**src/rtl/btn_pkg.sv**
```systemverilog
// Shared types and default constants for the button event arbiter.
package btn_pkg;

    localparam int unsigned IDX_W = 3;
    localparam int unsigned CNT_W = 4;

    localparam int unsigned DEF_N_BTN          = 7;
    localparam int unsigned DEF_TICK_LOG2      = 20;
    localparam int unsigned DEF_STABLE_SAMPLES = 2;
    localparam int unsigned DEF_FIFO_DEPTH     = 4;

    typedef struct packed {
        logic [IDX_W-1:0] idx;
        logic             press;
    } btn_event_t;

endpackage

```
**src/rtl/btn_debounce_ch.sv**
```systemverilog
// One button channel: 2-FF synchroniser, tick-sampled stability counter,
// debounced level and a one-cycle edge strobe on the accepting tick.
module btn_debounce_ch
    import btn_pkg::*;
#(
    parameter int unsigned STABLE_SAMPLES = DEF_STABLE_SAMPLES
) (
    input  logic clk,
    input  logic rst_n,
    input  logic tick,
    input  logic btn,
    output logic state,
    output logic edge_det
);

    logic             meta;
    logic             sync;
    logic [CNT_W-1:0] cnt;
    logic             differ;
    logic             accept;

    // Two-stage synchroniser for the asynchronous button input.
    always_ff @(posedge clk or negedge rst_n) begin
        if (!rst_n) begin
            meta <= 1'b0;
            sync <= 1'b0;
        end else begin
            meta <= btn;
            sync <= meta;
        end
    end

    // Edge fires combinationally on the tick that completes the stability run,
    // so the pending flag and the new level land on the same clock edge.
    always_comb begin
        differ   = (sync != state);
        accept   = tick && differ && ((cnt + 1'b1) == CNT_W'(STABLE_SAMPLES));
        edge_det = accept;
    end

    // Stability counter and debounced level, advanced only on ticks.
    always_ff @(posedge clk or negedge rst_n) begin
        if (!rst_n) begin
            cnt   <= '0;
            state <= 1'b0;
        end else if (tick) begin
            if (accept) begin
                state <= ~state;
                cnt   <= '0;
            end else if (differ) begin
                cnt <= cnt + 1'b1;
            end else begin
                cnt <= '0;
            end
        end
    end

endmodule

```
**src/rtl/btn_event_arbiter.sv**
```systemverilog
// Debounced button events, round-robin arbitrated into a small FIFO and
// delivered over valid/ready. Single clock domain.
module btn_event_arbiter
    import btn_pkg::*;
#(
    parameter int unsigned N_BTN          = DEF_N_BTN,
    parameter int unsigned TICK_LOG2      = DEF_TICK_LOG2,
    parameter int unsigned STABLE_SAMPLES = DEF_STABLE_SAMPLES,
    parameter int unsigned FIFO_DEPTH     = DEF_FIFO_DEPTH
) (
    input  logic             clk_25mhz,
    input  logic             rst_n,
    input  logic [N_BTN-1:0] btn,
    output logic [N_BTN-1:0] btn_state,
    output logic             ev_valid,
    input  logic             ev_ready,
    output logic [2:0]       ev_idx,
    output logic             ev_press,
    output logic             overflow,
    input  logic             clr_overflow
);

    localparam int unsigned AW = $clog2(FIFO_DEPTH);

    logic [TICK_LOG2-1:0] presc;
    logic                 tick;
    logic [N_BTN-1:0]     edge_det;
    logic [N_BTN-1:0]     pend_vld;
    logic [N_BTN-1:0]     pend_dir;
    logic [IDX_W-1:0]     ptr;
    logic [IDX_W-1:0]     gnt_idx;
    logic                 req_found;
    logic                 gnt_vld;
    logic [N_BTN-1:0]     gnt_onehot;
    logic                 pop;
    logic                 can_push;
    logic                 ovf_set;
    btn_event_t           push_ev;
    btn_event_t           head_ev;
    btn_event_t           fifo_mem [FIFO_DEPTH];
    logic [AW-1:0]        wr_ptr;
    logic [AW-1:0]        rd_ptr;
    logic [AW:0]          count;

    // Free-running sample prescaler.
    always_ff @(posedge clk_25mhz or negedge rst_n) begin
        if (!rst_n) presc <= '0;
        else        presc <= presc + 1'b1;
    end

    assign tick = &presc;

    for (genvar g = 0; g < N_BTN; g++) begin : g_ch
        btn_debounce_ch #(
            .STABLE_SAMPLES(STABLE_SAMPLES)
        ) u_ch (
            .clk      (clk_25mhz),
            .rst_n    (rst_n),
            .tick     (tick),
            .btn      (btn[g]),
            .state    (btn_state[g]),
            .edge_det (edge_det[g])
        );
    end

    // Round-robin search from ptr; one grant per cycle when the FIFO can take it.
    always_comb begin
        int unsigned pos;
        pos       = 0;
        pop       = ev_valid && ev_ready;
        can_push  = (count < (AW+1)'(FIFO_DEPTH)) || pop;
        req_found = 1'b0;
        gnt_idx   = '0;
        for (int unsigned k = 0; k < N_BTN; k++) begin
            pos = 32'(ptr) + k;
            if (pos >= N_BTN) pos = pos - N_BTN;
            if (!req_found && pend_vld[pos[IDX_W-1:0]]) begin
                req_found = 1'b1;
                gnt_idx   = pos[IDX_W-1:0];
            end
        end
        gnt_vld = req_found && can_push;
        for (int unsigned i = 0; i < N_BTN; i++) begin
            gnt_onehot[i] = gnt_vld && (gnt_idx == IDX_W'(i));
        end
        push_ev.idx   = gnt_idx;
        push_ev.press = pend_dir[gnt_idx];
        ovf_set       = |(edge_det & pend_vld & ~gnt_onehot);
    end

    // Pending slots, arbiter pointer and sticky overflow (set beats clear).
    always_ff @(posedge clk_25mhz or negedge rst_n) begin
        if (!rst_n) begin
            pend_vld <= '0;
            pend_dir <= '0;
            ptr      <= '0;
            overflow <= 1'b0;
        end else begin
            for (int unsigned i = 0; i < N_BTN; i++) begin
                if (edge_det[i]) begin
                    pend_vld[i] <= 1'b1;
                    pend_dir[i] <= ~btn_state[i];
                end else if (gnt_onehot[i]) begin
                    pend_vld[i] <= 1'b0;
                end
            end
            if (gnt_vld) begin
                ptr <= (gnt_idx == IDX_W'(N_BTN - 1)) ? '0 : gnt_idx + 1'b1;
            end
            if (ovf_set)           overflow <= 1'b1;
            else if (clr_overflow) overflow <= 1'b0;
        end
    end

    // FIFO storage; contents need no reset since ev_valid gates the head.
    always_ff @(posedge clk_25mhz) begin
        if (gnt_vld) fifo_mem[wr_ptr] <= push_ev;
    end

    // FIFO pointers and occupancy.
    always_ff @(posedge clk_25mhz or negedge rst_n) begin
        if (!rst_n) begin
            wr_ptr <= '0;
            rd_ptr <= '0;
            count  <= '0;
        end else begin
            if (gnt_vld) wr_ptr <= wr_ptr + 1'b1;
            if (pop)     rd_ptr <= rd_ptr + 1'b1;
            case ({gnt_vld, pop})
                2'b10:   count <= count + 1'b1;
                2'b01:   count <= count - 1'b1;
                default: count <= count;
            endcase
        end
    end

    // Head outputs forced to zero while empty.
    always_comb begin
        head_ev  = fifo_mem[rd_ptr];
        ev_valid = (count != '0);
        ev_idx   = ev_valid ? head_ev.idx : '0;
        ev_press = ev_valid && head_ev.press;
    end

endmodule

```
**config.mk**
```make
export PLATFORM = sky130hd
export DESIGN_NAME = btn_event_arbiter
export DESIGN_NICKNAME = d
export VERILOG_FILES = /design/src/rtl/btn_pkg.sv /design/src/rtl/btn_debounce_ch.sv /design/src/rtl/btn_event_arbiter.sv
export SDC_FILE = /design/constraint.sdc
export NUM_CORES = 1
export LEC_CHECK = 0
export ABC_AREA = 1
export CAP_MARGIN = 10
export CORE_ASPECT_RATIO = 1.5
export CORE_MARGIN = 4
export CORE_UTILIZATION = 45
export DETAILED_ROUTE_END_ITERATION = 10
export GPL_TIMING_DRIVEN = 1
export HOLD_SLACK_MARGIN = 0.1
export RECOVER_POWER = 50
export SLEW_MARGIN = 20
export SYNTH_ARGS = -nofsm -noshare
export SYNTH_HDL_FRONTEND = slang
export SYNTH_SLANG_ARGS = --single-unit
```
**constraint.sdc**
```tcl
create_clock -name clk_25mhz -period 4.7 [get_ports clk_25mhz]
set_input_delay 0.94 -clock clk_25mhz [delete_from_list [all_inputs] [get_ports clk_25mhz]]
set_output_delay 0.94 -clock clk_25mhz [all_outputs]
set_load 0.02 [all_outputs]
```
=== After elaboration in Yosys (flattened, before gate mapping) ===
Memories as Yosys holds them, arrays and structs flattened.
Index checks and enable logic that the tools add are counted.

* Register bits: 94
* Memory bits (writable): 16
* Memories kept: 1
* Output and inout port bits: 13
* Logic and storage cells: 252

{| class="wikitable"
|+ Memory list
! name !! depth !! width !! rd ports !! clocked after memory_dff !! wr ports !! RTL line !! source
|-
| fifo_mem || 4 || 4 || 1 || 0 || 1 || btn_event_arbiter.sv:40 || <nowiki>btn_event_t fifo_mem [FIFO_DEPTH];</nowiki>
|}

* Add/sub/neg operators: 26
* Multiplexer cells: 72
* Equality and inequality tests: 22
* Order comparisons: 16
* Reductions and logical operators: 57
* Bitwise gates (word level): 10

{| class="wikitable"
|+ Operator list
! cell !! count
|-
| AND reduction 21 bit || 7
|-
| 2-to-1 mux 4 bit || 14
|-
| 2-to-1 mux 3 bit || 16
|-
| 2-to-1 mux 1 bit || 33
|-
| < comparator 3 x 4 -> 1 bit (second input constant) || 8
|-
| logical AND 1 bit || 30
|-
| adder 4 x 1 -> 4 bit (second input constant) || 7
|-
| equality test 4 x 2 -> 1 bit (second input constant) || 7
|-
| binary-select mux 1 bit (select 3 bit) || 8
|-
| >= comparator 4 x 3 -> 1 bit (second input constant) || 6
|-
| subtractor 3 bit (second input constant) || 7
|-
| adder 20 x 1 -> 20 bit (second input constant) || 1
|-
| AND reduction 20 bit || 1
|-
| nonzero test 2 bit || 9
|-
| AND 7 bit || 2
|-
| adder 3 x 3 -> 4 bit (second input constant) || 3
|-
| equality test 3 bit (second input constant) || 3
|-
| adder 3 x 2 -> 4 bit (second input constant) || 2
|-
| != test 1 bit || 7
|-
| inverter 1 bit || 7
|-
| inverter 7 bit || 1
|-
| OR reduction 7 bit || 1
|-
| adder 3 x 1 -> 3 bit (second input constant) || 2
|-
| equality test 3 x 2 -> 1 bit (second input constant) || 2
|-
| 13 further kinds || 19
|}

=== Longest topological paths before layout ===
Gate-level depths: netlist (run 1).

* Depth in word-level cells: 29
* Mapped depth: 27

=== By module ===
A second synthesis (run 1) with hierarchy kept.

* Cell total of the unflattened synthesis: 889
* Area total of the unflattened synthesis: 6,867.8 µm²

{| class="wikitable"
|+ Modules (own cells, without submodules)
! module !! sequential area each (µm²) !! area an instance (µm²) !! times used !! cells each
|-
| btn_event_arbiter || 1,606.5 || 4,327.9 || 1 || 595
|-
| btn_debounce_ch || 175.2 || 362.8 || 7 || 42
|}

=== Least setup slack after synthesis (run 1) ===
Ideal clock, no wire load.

* Path kind: register to register
* From: register ptr[1]
* To: register count[2]
* Arrival time: 3.518 ns
* Library setup time: 0.124 ns
* Data required time: 4.576 ns
* Stages on the path, launching flop included: 22
* Clock period less this slack: 3.642 ns
* Path slack: 1.058 ns
* Cells stage by stage: dfrtp_1 -> inv_1 -> ha_1 -> inv_1 -> fa_1 -> o21ai_0 -> inv_1 -> nand3_1 -> nand2_1 -> nand2_2 -> nand2_4 -> nor2_8 -> nand3_4 -> nor2_4 -> nand2_2 -> nand2_4 -> ha_1 -> inv_1 -> fa_1 -> a21oi_1 -> o21ai_0 -> xnor2_1

* Cells in the longest elaborated chain, start to end: 26
* Elaborated cells between the ends (all ways): 65

{| class="wikitable"
|+ RTL lines
! element !! RTL line !! source
|-
| from (decl) || btn_event_arbiter.sv:30 || <nowiki>logic [IDX_W-1:0] ptr;</nowiki>
|-
| from (signal assigned) || btn_event_arbiter.sv:108 || <nowiki>ptr <= (gnt_idx == IDX_W'(N_BTN - 1)) ? '0 : gnt_idx + 1'b1;</nowiki>
|-
| parallel branches: the longest is 22 deep, another holds adder 3 x 1 -> 4 bit || n/a ||
|-
| 2-to-1 mux 1 bit * || btn_event_arbiter.sv:77 || <nowiki>if (!req_found && pend_vld[pos[IDX_W-1:0]]) begin</nowiki>
|-
| logical AND 1 bit * || btn_event_arbiter.sv:82 || <nowiki>gnt_vld = req_found && can_push;</nowiki>
|-
| equality test 2 x 1 -> 1 bit or equality test 2 bit (tied branches) || btn_event_arbiter.sv:129 || <nowiki>case ({gnt_vld, pop})</nowiki>
|-
| case mux 3 bit (2 select lines) or nonzero test 2 bit (tied branches) || n/a ||
|-
| to (signal assigned) || btn_event_arbiter.sv:130 || <nowiki>2'b10: count <= count + 1'b1;</nowiki>
|-
| to (signal assigned) || btn_event_arbiter.sv:131 || <nowiki>2'b01: count <= count - 1'b1;</nowiki>
|-
| to (signal assigned) || btn_event_arbiter.sv:132 || <nowiki>default: count <= count;</nowiki>
|-
| to (decl) || btn_event_arbiter.sv:43 || <nowiki>logic [AW:0] count;</nowiki>
|}

Mark *: on every way between the ends. The select of a mux whose other input is x is not followed.
A chain may end at the register's enable or synchronous reset.

=== Final worst setup path (run 1) ===
Same ends and word-level chain as after synthesis.

==> results of run 1 <==
-- state kept, by name, indices dropped and copies added (netlist names), 3 cells and up --
register / count
ptr: 3
g_ch.u_ch.sync: 7
pend_dir: 7
pend_vld: 7
g_ch.u_ch.cnt: 28
presc: 20
count: 3
g_ch.u_ch.meta: 7
fifo_mem: 16
g_ch.u_ch.state: 7
-- synth_stat cells (2+ instances only) --
cell	count
sky130_fd_sc_hd__o41ai_1	2
sky130_fd_sc_hd__xor2_1	28
sky130_fd_sc_hd__buf_4	7
sky130_fd_sc_hd__a21oi_1	6
sky130_fd_sc_hd__nand2_4	2
sky130_fd_sc_hd__nand2_2	8
sky130_fd_sc_hd__dfrtp_1	94
sky130_fd_sc_hd__nand3_2	2
sky130_fd_sc_hd__fa_1	2
sky130_fd_sc_hd__nand4_1	7
sky130_fd_sc_hd__o32ai_1	5
sky130_fd_sc_hd__or2_2	7
sky130_fd_sc_hd__nor2_4	3
sky130_fd_sc_hd__ha_1	33
sky130_fd_sc_hd__inv_1	90
sky130_fd_sc_hd__o21ai_1	5
sky130_fd_sc_hd__nor2_2	4
sky130_fd_sc_hd__o21ai_0	42
sky130_fd_sc_hd__xnor2_1	16
sky130_fd_sc_hd__nand2_1	202
sky130_fd_sc_hd__nand3_4	3
sky130_fd_sc_hd__nand3_1	80
sky130_fd_sc_hd__o21ai_2	2
sky130_fd_sc_hd__nor2_1	56
sky130_fd_sc_hd__buf_6	2
sky130_fd_sc_hd__clkbuf_1	3
sky130_fd_sc_hd__nor3_1	9
sky130_fd_sc_hd__edfxtp_1	16
sky130_fd_sc_hd__inv_2	8
sky130_fd_sc_hd__o211ai_1	6
sky130_fd_sc_hd__mux2i_1	7
-- worst max-delay path: stages (launching register included) --
cell and delay [ns]:
sky130_fd_sc_hd__dfrtp_1 0.44, sky130_fd_sc_hd__inv_1 0.32, sky130_fd_sc_hd__ha_1 0.24, sky130_fd_sc_hd__inv_1 0.05
sky130_fd_sc_hd__fa_1 0.48, sky130_fd_sc_hd__o21ai_0 0.42, sky130_fd_sc_hd__inv_1 0.12, sky130_fd_sc_hd__nand3_1 0.10
sky130_fd_sc_hd__nand2_1 0.06, sky130_fd_sc_hd__nand2_2 0.08, sky130_fd_sc_hd__nand2_4 0.09, sky130_fd_sc_hd__nor2_8 0.17
sky130_fd_sc_hd__nand3_4 0.11, sky130_fd_sc_hd__nor2_4 0.12, sky130_fd_sc_hd__nand2_2 0.07, sky130_fd_sc_hd__nand2_4 0.12
sky130_fd_sc_hd__ha_1 0.16, sky130_fd_sc_hd__inv_1 0.06, sky130_fd_sc_hd__fa_1 0.37, sky130_fd_sc_hd__a21oi_1 0.14
sky130_fd_sc_hd__o21ai_0 0.11, sky130_fd_sc_hd__xnor2_1 0.13
-- logic make-up after synthesis --
group,Yosys count,synth area share [%]
buf+inv,111,7.12
compound gates,71,6.36
xor+xnor,46,6.67
mux,7,1.09
flops,110,44.1
fa+ha+maj,35,7.04
simple gates,390,27.7
-- worst max path at each step --
stage                                  start                   end
after global routing      ptr[1]$_DFFE_PN0P_  count[2]$_DFFE_PN0P_
after CTS                 ptr[1]$_DFFE_PN0P_  count[2]$_DFFE_PN0P_
after global placement    ptr[1]$_DFFE_PN0P_  count[2]$_DFFE_PN0P_
final                     ptr[1]$_DFFE_PN0P_  count[2]$_DFFE_PN0P_
after detailed placement  ptr[1]$_DFFE_PN0P_  count[2]$_DFFE_PN0P_
after floorplan           ptr[1]$_DFFE_PN0P_  count[2]$_DFFE_PN0P_
-- metal layers --
layer	up-vias	track usage (%)
li1	2519	-
met3	30	2.59
met1	2356	20.1
met2	109	34.0
met5	-	0
met4	0	7.65
-- stage by stage --
step / hold WS, ns / utilization (%)
CTS: 0.351 / 51.0
global route: 0.353 / 51.0
finish: 0.350 / 51.0
global placement: 0.334 / 48.8
detailed placement: 0.336 / 48.8
floorplan: 0.331 / -
-- final cells by class --
| type | instances | area (um2) |
|---|---|---|
| multi-input cells | 549 | 3140 |
| repair buffers | 26 | 246 |
| inverters | 99 | 372 |
| clock inverters | 6 | 71.3 |
| flip-flops and latches | 110 | 2830 |
| fillers | 1293 | 6860 |
| well taps | 192 | 240 |
| clock buffers | 10 | 229 |
==> impl_metrics.yaml, run 1 <==
outcome:
  outcome: "finished with violations"
  failed_checks: "max-capacitance violations, max-slew violations"
place:
  gp_congestion: 0.937
  dp_cells: 976
  preCtsSetupSlack_ns: 0.623
  place.detailed.hpwl_um: 10900
  placed_cell_area_um2: 6830
  port-buffer-count: 23
sta:
  finClkSkew_ns: 0.00803
  slew_headroom_pct: -114
  clock.fmax_mhz: 245
  rsz0062_at_grt: "no"
  report.final.slew_viol_count: 61
  final_critical_path_setup_slack_ns: 0.611
  timing.final.crit_period_ns: 4.09
  worst-slew-pin-transition_ns: 3.21
  finalHoldViolations: 0
  timing.final.crit_share_pct: 87.0
  setup-violations-final: 0
  setup-tns-final_ns: 0
cts:
  numClockSinks: 110
  cts_setup_buffers: 0
  cts_buffer_depth: 2
  clk_pin_slew_worst_paths_ns: 0.08
  cts_root_buffer: "sky130_fd_sc_hd__clkbuf_16"
  cts_resized: 0
  numCtsBuffers: 9
  tritoncts: "yes"
  cts_hold_buffers: 0
  clock_insertion_delay_worst_skew_ns: 0.35
  cts_max_level: 3
synthesis:
  synth_seq_area_share_pct: 44.1
  synthesis.yosys.warnings: 0
  synth_nets: 816
  post-synth-top-area-fraction_pct: 36.6
  post_synthesis_register_bit_count: 110
  ys_async_sr_fraction_pct: 85.5
  ys_dominant_reg_cell: "sky130_fd_sc_hd__dfrtp_1"
  synthesis.area_um2: 6430
  synth_enable_flop_cells: 16
  synthCells: 770
  synth_top_area_cells: "sky130_fd_sc_hd__dfrtp_1 37%, sky130_fd_sc_hd__nand2_1 12%, sky130_fd_sc_hd__edfxtp_1 7.5%, sky130_fd_sc_hd__ha_1 6.4%, sky130_fd_sc_hd__nand3_1 6.2%"
  avgSynthCellArea_um2: 8.35
  post-synth-top-area-cell: "sky130_fd_sc_hd__dfrtp_1"
  synth_cell_type_count: 44
drt:
  highest-signal-layer: "met4"
  wl_met3_um: 481
  route.vias.total: 5014
  drt-total-wl_um: 14100
  wl_per_cell_um: 14.2
  ant_nets: 0
  drt-initial-drc-count: 245
  wirelength_met1_um: 5480
  vias_per_cell: 5.05
  first_pass_iters: 7
  drcViolationCount: 0
  wl_met2_um: 7650
worst_setup_path:
  crit_required_ns: 4.94
  r2r.worst_path.cells: 21
  crit_path_start_kind: "flop"
  cp_data_arrival_time_ns: 4.33
  regToRegStartpoint: "ptr[1]$_DFFE_PN0P_"
  timing_worst_setup_path_type: "reg2reg"
  worstReg2RegEnd: "count[2]$_DFFE_PN0P_"
  crit_fanout: 10
  crit_path_end_kind: "flop"
  r2r_slack_ns: 0.61
layout:
  design.final.nets: 841
  layout-drive-gt1-share_pct: 7.88
  final_cell_mix: "202 x sky130_fd_sc_hd__nand2_1, 94 x sky130_fd_sc_hd__dfrtp_1, 90 x sky130_fd_sc_hd__inv_1, 80 x sky130_fd_sc_hd__nand3_1, 56 x sky130_fd_sc_hd__nor2_1"
  final-instance-count-excl-fill: 992
  antennaDiodeCount: 0
  area_growth_syn_to_layout_pct: 10.9
  mostFrequentLayoutCell: "sky130_fd_sc_hd__nand2_1"
  post-route-cell-area_um2: 7130
job:
  reported_max_cap_violation_count: 1
min_path:
  worst_hold_depth: 0
  holdCritStartpoint: "g_ch[6].u_ch.meta$_DFF_PN0_"
  hold_path_class: "reg2reg"
  worst_hold_path.endpoint: "g_ch[6].u_ch.sync$_DFF_PN0_"
global_route:
  grt_antenna_before_repair: 0
  via_count_of_the_first_global_routing_pass: 4956
  grt_pass1_wl_um: 23700
  grt_use_total_pct: 18.1
  grt_start_max_net_pins: 61
  grt-ovfl-total: 0
floorplan:
  fp.dieArea_um2: 16300
  start_util_pct: 46.0
  top_level_ports: 24
  fp.dieH_um: 154
  rows: 53
  coreArea_um2: 14000
  chipWidth_um: 106
Power of run 1 is not shown: default switching activity piles up to over one toggle a cycle in this logic, so the estimate is an artifact.
==> inputs of run 2 (changes only) <==
clock period = 3.9 ns   (was 4.7 ns; I/O delays follow)
==> impl_metrics.yaml, run 2 (synthesis results as in run 1) <==
global_route:
  grt_antenna_before_repair: 0
  via_count_of_the_first_global_routing_pass: 5148
  grt_use_total_pct: 18.7
  grt-ovfl-total: 0
  grt_start_max_net_pins: 49
  grt_pass1_wl_um: 24500
drt:
  route.vias.total: 4958
  drt-initial-drc-count: 153
  wl_per_cell_um: 14.4
  drt-total-wl_um: 14400
  first_pass_iters: 4
  ant_nets: 0
  drcViolationCount: 0
  vias_per_cell: 4.97
cts:
  clk_pin_slew_worst_paths_ns: 0.08
  cts_root_buffer: "sky130_fd_sc_hd__clkbuf_16"
  numCtsBuffers: 9
  cts_max_level: 3
  numClockSinks: 110
  cts_buffer_depth: 2
  tritoncts: "yes"
  clock_insertion_delay_worst_skew_ns: 0.35
  cts_setup_buffers: 0
outcome:
  outcome: "finished with violations"
  failed_checks: "max-capacitance violations, max-slew violations"
job:
  reported_max_cap_violation_count: 1
layout:
  registers.top_by_ff_count: "g_ch.u_ch.cnt"
  final-instance-count-excl-fill: 998
  antennaDiodeCount: 0
  largest_registers: "g_ch.u_ch.cnt x28, presc x20, fifo_mem x16"
  filler_cell_count: 1312
  largest_register_ff_count: 28
  area_growth_syn_to_layout_pct: 12.1
  design.final.nets: 847
  final_cell_mix: "201 x sky130_fd_sc_hd__nand2_1, 94 x sky130_fd_sc_hd__dfrtp_1, 89 x sky130_fd_sc_hd__inv_1, 80 x sky130_fd_sc_hd__nand3_1, 56 x sky130_fd_sc_hd__nor2_1"
  mostFrequentLayoutCell: "sky130_fd_sc_hd__nand2_1"
  layout-drive-gt1-share_pct: 9.31
worst_setup_path:
  cp_data_arrival_time_ns: 3.88
  r2r_slack_ns: 0.26
  worst_path_max_delay_cell: "sky130_fd_sc_hd__dfrtp_1"
  crit_path_start_kind: "flop"
  timing_worst_setup_path_type: "reg2reg"
  ordered_list_of_cells_on_the_worst_path: "inv_2, ha_1, inv_1, fa_2, nand2_1, o21ai_1, buf_4, nand3_1, nand2_1, nand2_2, nand2_4, nor2_8, nand3_4, nor2_4, nand2_2, nand2_4, ha_1, inv_1, fa_1, a21oi_1, o21ai_0, xnor2_1"
  crit_required_ns: 4.14
  worst_path_largest_cell_delay_ns: 0.45
  crit_fanout: 9
  crit_path_end_kind: "flop"
floorplan:
  coreArea_um2: 14000
  fp.dieArea_um2: 16300
  top_level_ports: 24
  rows: 53
  start_util_pct: 46.0
  fp.dieH_um: 154
  chipWidth_um: 106
sta:
  slew_headroom_pct: -72.7
  setup-violations-final: 0
  clock.fmax_mhz: 275
  timing.final.crit_share_pct: 93.2
  report.final.slew_viol_count: 49
  finClkSkew_ns: 0.00841
  finalHoldViolations: 0
  timing.final.crit_period_ns: 3.64
  worst-slew-pin-transition_ns: 2.59
place:
  dp_cells: 982
  port-buffer-count: 23
  gp_congestion: 0.930
  place.detailed.hpwl_um: 11300
min_path:
  hold_path_class: "reg2reg"
==> run 2: cell count changes in the layout (fill, tap and decap cells not counted), moves of 2 or more <==
cell                         delta
sky130_fd_sc_hd__buf_4          +4
sky130_fd_sc_hd__clkinvlp_4     -4
sky130_fd_sc_hd__clkbuf_2       +2
sky130_fd_sc_hd__inv_6          +2
sky130_fd_sc_hd__o21ai_0        -2
sky130_fd_sc_hd__o21ai_1        +2
==> run 2: timing repair <==
action,in CTS,in global routing
resized for setup,0,9
endpoints found under the setup margin,0,3
hold buffers,0,0
==> run 2: per-stage QoR <==
step / instance area [um2] / util (%) / TNS, ns / hold slack (ns) / worst slack (ns)
2_1_floorplan: 6430 / - / 0 / 0.331 / 0.258
3_5_place_dp: 6880 / 49.2 / 0 / 0.335 / 0.0840
3_3_place_gp: 6880 / 49.2 / 0 / 0.332 / 0.240
6_report: 7210 / 51.5 / 0 / 0.350 / 0.265
5_1_grt: 7210 / 51.5 / -0.00165 / 0.353 / -0.00165
4_1_cts: 7180 / 51.3 / 0 / 0.351 / 0.0866
==> run 2: worst max-delay path: cells and delay by family, from the launching register on <==
kind / cells / cell delay (ns)
AO/OA/AOI/OAI: 3 / 0.33
AND/OR/NAND/NOR: 10 / 1.03
XOR/XNOR: 1 / 0.13
buffers and inverters: 4 / 0.43
flip-flops: 1 / 0.45
adder cells (fa/ha/maj): 4 / 1.16
==> run 2: layout make-up <==
class,count,area [um2],share of cell area [%]
clock buffer,9,225,3.13
clock inverter,7,78.8,1.09
tap,192,240,3.33
inverter,99,372,5.16
sequential,110,2830,39.3
multi-input combinational,549,3170,44.0
timing repair buffer,32,287,3.98
==> run 2: routing by layer <==
metal  track usage [%]  share of wire [%]  wire, um  vias to the layer above
met1              20.6                 39      5630                     2318
li1                  -                  -         -                     2533
met3              2.38                2.3       327                       36
met4              10.1                4.7       676                        0
met2              34.4                 54      7730                       71
met5                 0                  0         0                        -
==> run 2: worst paths after layout <==
kind	cells after the start	endpoint	from
setup reg to reg	22	count[2]$_DFFE_PN0P_	ptr[1]$_DFFE_PN0P_
min in group asynchronous	1	g_ch[2].u_ch.cnt[0]$_DFFE_PN0P_	rst_n
max in group asynchronous	2	presc[10]$_DFF_PN0_	rst_n
hold / removal	0	g_ch[6].u_ch.sync$_DFF_PN0_	g_ch[6].u_ch.meta$_DFF_PN0_
hold reg to reg	0	g_ch[6].u_ch.sync$_DFF_PN0_	g_ch[6].u_ch.meta$_DFF_PN0_
setup / recovery	22	count[2]$_DFFE_PN0P_	ptr[1]$_DFFE_PN0P_
Power of run 2 is left out for the same reason.
==> inputs of run 3 (changes only) <==
CORE_MARGIN = not set   (was 4)
==> impl_metrics.yaml, run 3 (synthesis results as in run 1) <==
drt:
  wl_met3_um: 393
  first_pass_iters: 4
  drcViolationCount: 0
  wl_per_cell_um: 14.4
  ant_nets: 0
  drt-total-wl_um: 14400
  highest-signal-layer: "met4"
  drt-initial-drc-count: 222
  wirelength_met1_um: 5930
  vias_per_cell: 5.04
  wl_met2_um: 7290
  route.vias.total: 5027
cts:
  cts_hold_buffers: 0
  clk_pin_slew_worst_paths_ns: 0.08
  cts_root_buffer: "sky130_fd_sc_hd__clkbuf_16"
  cts_buffer_depth: 2
  clock_insertion_delay_worst_skew_ns: 0.35
  numCtsBuffers: 9
  numClockSinks: 110
  cts_max_level: 3
  tritoncts: "yes"
sta:
  worst-slew-pin-transition_ns: 2.39
  finalHoldViolations: 0
  rsz0062_at_grt: "no"
  finClkSkew_ns: 0.0110
  clock.fmax_mhz: 281
  setup-violations-final: 0
  timing.final.crit_period_ns: 3.56
  slew_headroom_pct: -59.3
  report.final.slew_viol_count: 45
  setup-tns-final_ns: 0
  timing.final.crit_share_pct: 91.4
layout:
  largest_registers: "g_ch.u_ch.cnt x28, presc x20, fifo_mem x16"
  layout-drive-gt1-share_pct: 9.06
  area_growth_syn_to_layout_pct: 11.7
  design.final.nets: 847
  registers.top_by_ff_count: "g_ch.u_ch.cnt"
  largest_register_ff_count: 28
  antennaDiodeCount: 0
  layout.area.seq_um2: 2840
  mostFrequentLayoutCell: "sky130_fd_sc_hd__nand2_1"
  filler_cell_count: 1335
  multi_input_area_um2: 3150
  final_cell_mix: "201 x sky130_fd_sc_hd__nand2_1, 92 x sky130_fd_sc_hd__dfrtp_1, 90 x sky130_fd_sc_hd__inv_1, 80 x sky130_fd_sc_hd__nand3_1, 56 x sky130_fd_sc_hd__nor2_1"
worst_setup_path:
  crit_required_ns: 4.14
  crit_fanout: 9
  crit_path_start_kind: "flop"
  cp_data_arrival_time_ns: 3.80
  crit_path_end_kind: "flop"
  setup.worst_path.start: "ptr[1]$_DFFE_PN0P_"
  regToRegStartpoint: "ptr[1]$_DFFE_PN0P_"
  timing_worst_setup_path_type: "reg2reg"
global_route:
  grt_use_total_pct: 20.9
  via_count_of_the_first_global_routing_pass: 4984
  grt_start_max_net_pins: 45
  grt-ovfl-total: 0
  grt_pass1_wl_um: 24000
  grt_antenna_before_repair: 0
floorplan:
  top_level_ports: 24
  rows: 53
  coreArea_um2: 14000
  chipWidth_um: 99.6
  start_util_pct: 46.0
  fp.dieH_um: 148
  fp.dieArea_um2: 14800
job:
  reported_max_cap_violation_count: 1
outcome:
  failed_checks: "max-capacitance violations, max-slew violations"
  outcome: "finished with violations"
min_path:
  hold_path_class: "reg2reg"
  holdCritStartpoint: "g_ch[2].u_ch.meta$_DFF_PN0_"
place:
  place.detailed.hpwl_um: 11100
  port-buffer-count: 23
  gp_congestion: 0.967
## run 3: cell types whose count changed in the layout (fill, tap and decap cells not counted), sizes merged
| cell | delta |
|---|---|
| clkinv | +1 |
| clkbuf | +1 |
| inv | -2 |
## run 3: cell type report
type                    instances  share of cell area [%]
multi-input cells             549                    43.9
flip-flops and latches        110                    39.5
inverters                      99                    5.17
repair buffers                 32                    3.99
well taps                     192                    3.34
clock buffers                  10                    3.19
clock inverters                 6                   0.958
## run 3: worst paths after layout
| path | to | cells after the start | slack, ns |
|---|---|---|---|
| min in group asynchronous | pend_dir[2]$_DFFE_PN0P_ | 1 | 1.15 |
| max in group asynchronous | g_ch[3].u_ch.state$_DFFE_PN0P_ | 2 | 0.94 |
| hold / removal | g_ch[2].u_ch.sync$_DFF_PN0_ | 0 | 0.35 |
| setup reg to reg | count[2]$_DFFE_PN0P_ | 21 | 0.34 |
| hold reg to reg | g_ch[2].u_ch.sync$_DFF_PN0_ | 0 | 0.35 |
| setup / recovery | count[2]$_DFFE_PN0P_ | 21 | 0.34 |
## run 3: worst max-delay path, stage by stage (launching register included)
cell	delay, ns
sky130_fd_sc_hd__dfrtp_2	0.45
sky130_fd_sc_hd__inv_1	0.10
sky130_fd_sc_hd__ha_1	0.16
sky130_fd_sc_hd__inv_1	0.06
sky130_fd_sc_hd__fa_2	0.42
sky130_fd_sc_hd__xor2_2	0.29
sky130_fd_sc_hd__nand2_1	0.08
sky130_fd_sc_hd__nand3_1	0.09
sky130_fd_sc_hd__nand2_1	0.07
sky130_fd_sc_hd__nand2_2	0.08
sky130_fd_sc_hd__nand2_4	0.09
sky130_fd_sc_hd__nor2_8	0.17
sky130_fd_sc_hd__nand3_4	0.11
sky130_fd_sc_hd__nor2_4	0.12
sky130_fd_sc_hd__nand2_2	0.07
sky130_fd_sc_hd__nand2_4	0.12
sky130_fd_sc_hd__ha_1	0.16
sky130_fd_sc_hd__inv_1	0.07
sky130_fd_sc_hd__fa_1	0.38
sky130_fd_sc_hd__a21oi_1	0.15
sky130_fd_sc_hd__o21ai_0	0.11
sky130_fd_sc_hd__xnor2_1	0.13
## run 3: per-layer routing
| layer | vias up | GRT usage [%] |
|---|---|---|
| met5 | - | 0 |
| met4 | 0 | 12.4 |
| met3 | 36 | 2.77 |
| met2 | 80 | 36.4 |
| met1 | 2374 | 24.3 |
| li1 | 2537 | - |
## run 3: what timing repair did
item / 4_1_cts / 5_1_grt
buffers inserted: 0 / 0
endpoints found under the setup margin: 0 / 3
resized for setup: 0 / 8
## run 3: stage by stage
step / cells / utilization [%] / cell area (um2) / hold WS (ns) / worst slack, ns
finish: 998 / 51.3 / 7180 / 0.347 / 0.337
floorplan: 770 / - / 6430 / 0.331 / 0.258
detailed placement: 982 / 49.2 / 6880 / 0.336 / 0.180
global placement: 982 / 49.2 / 6880 / 0.335 / 0.309
CTS: 998 / 51.3 / 7180 / 0.349 / 0.158
global route: 998 / 51.3 / 7180 / 0.350 / 0.0185
Power of run 3 is left out for the same reason.
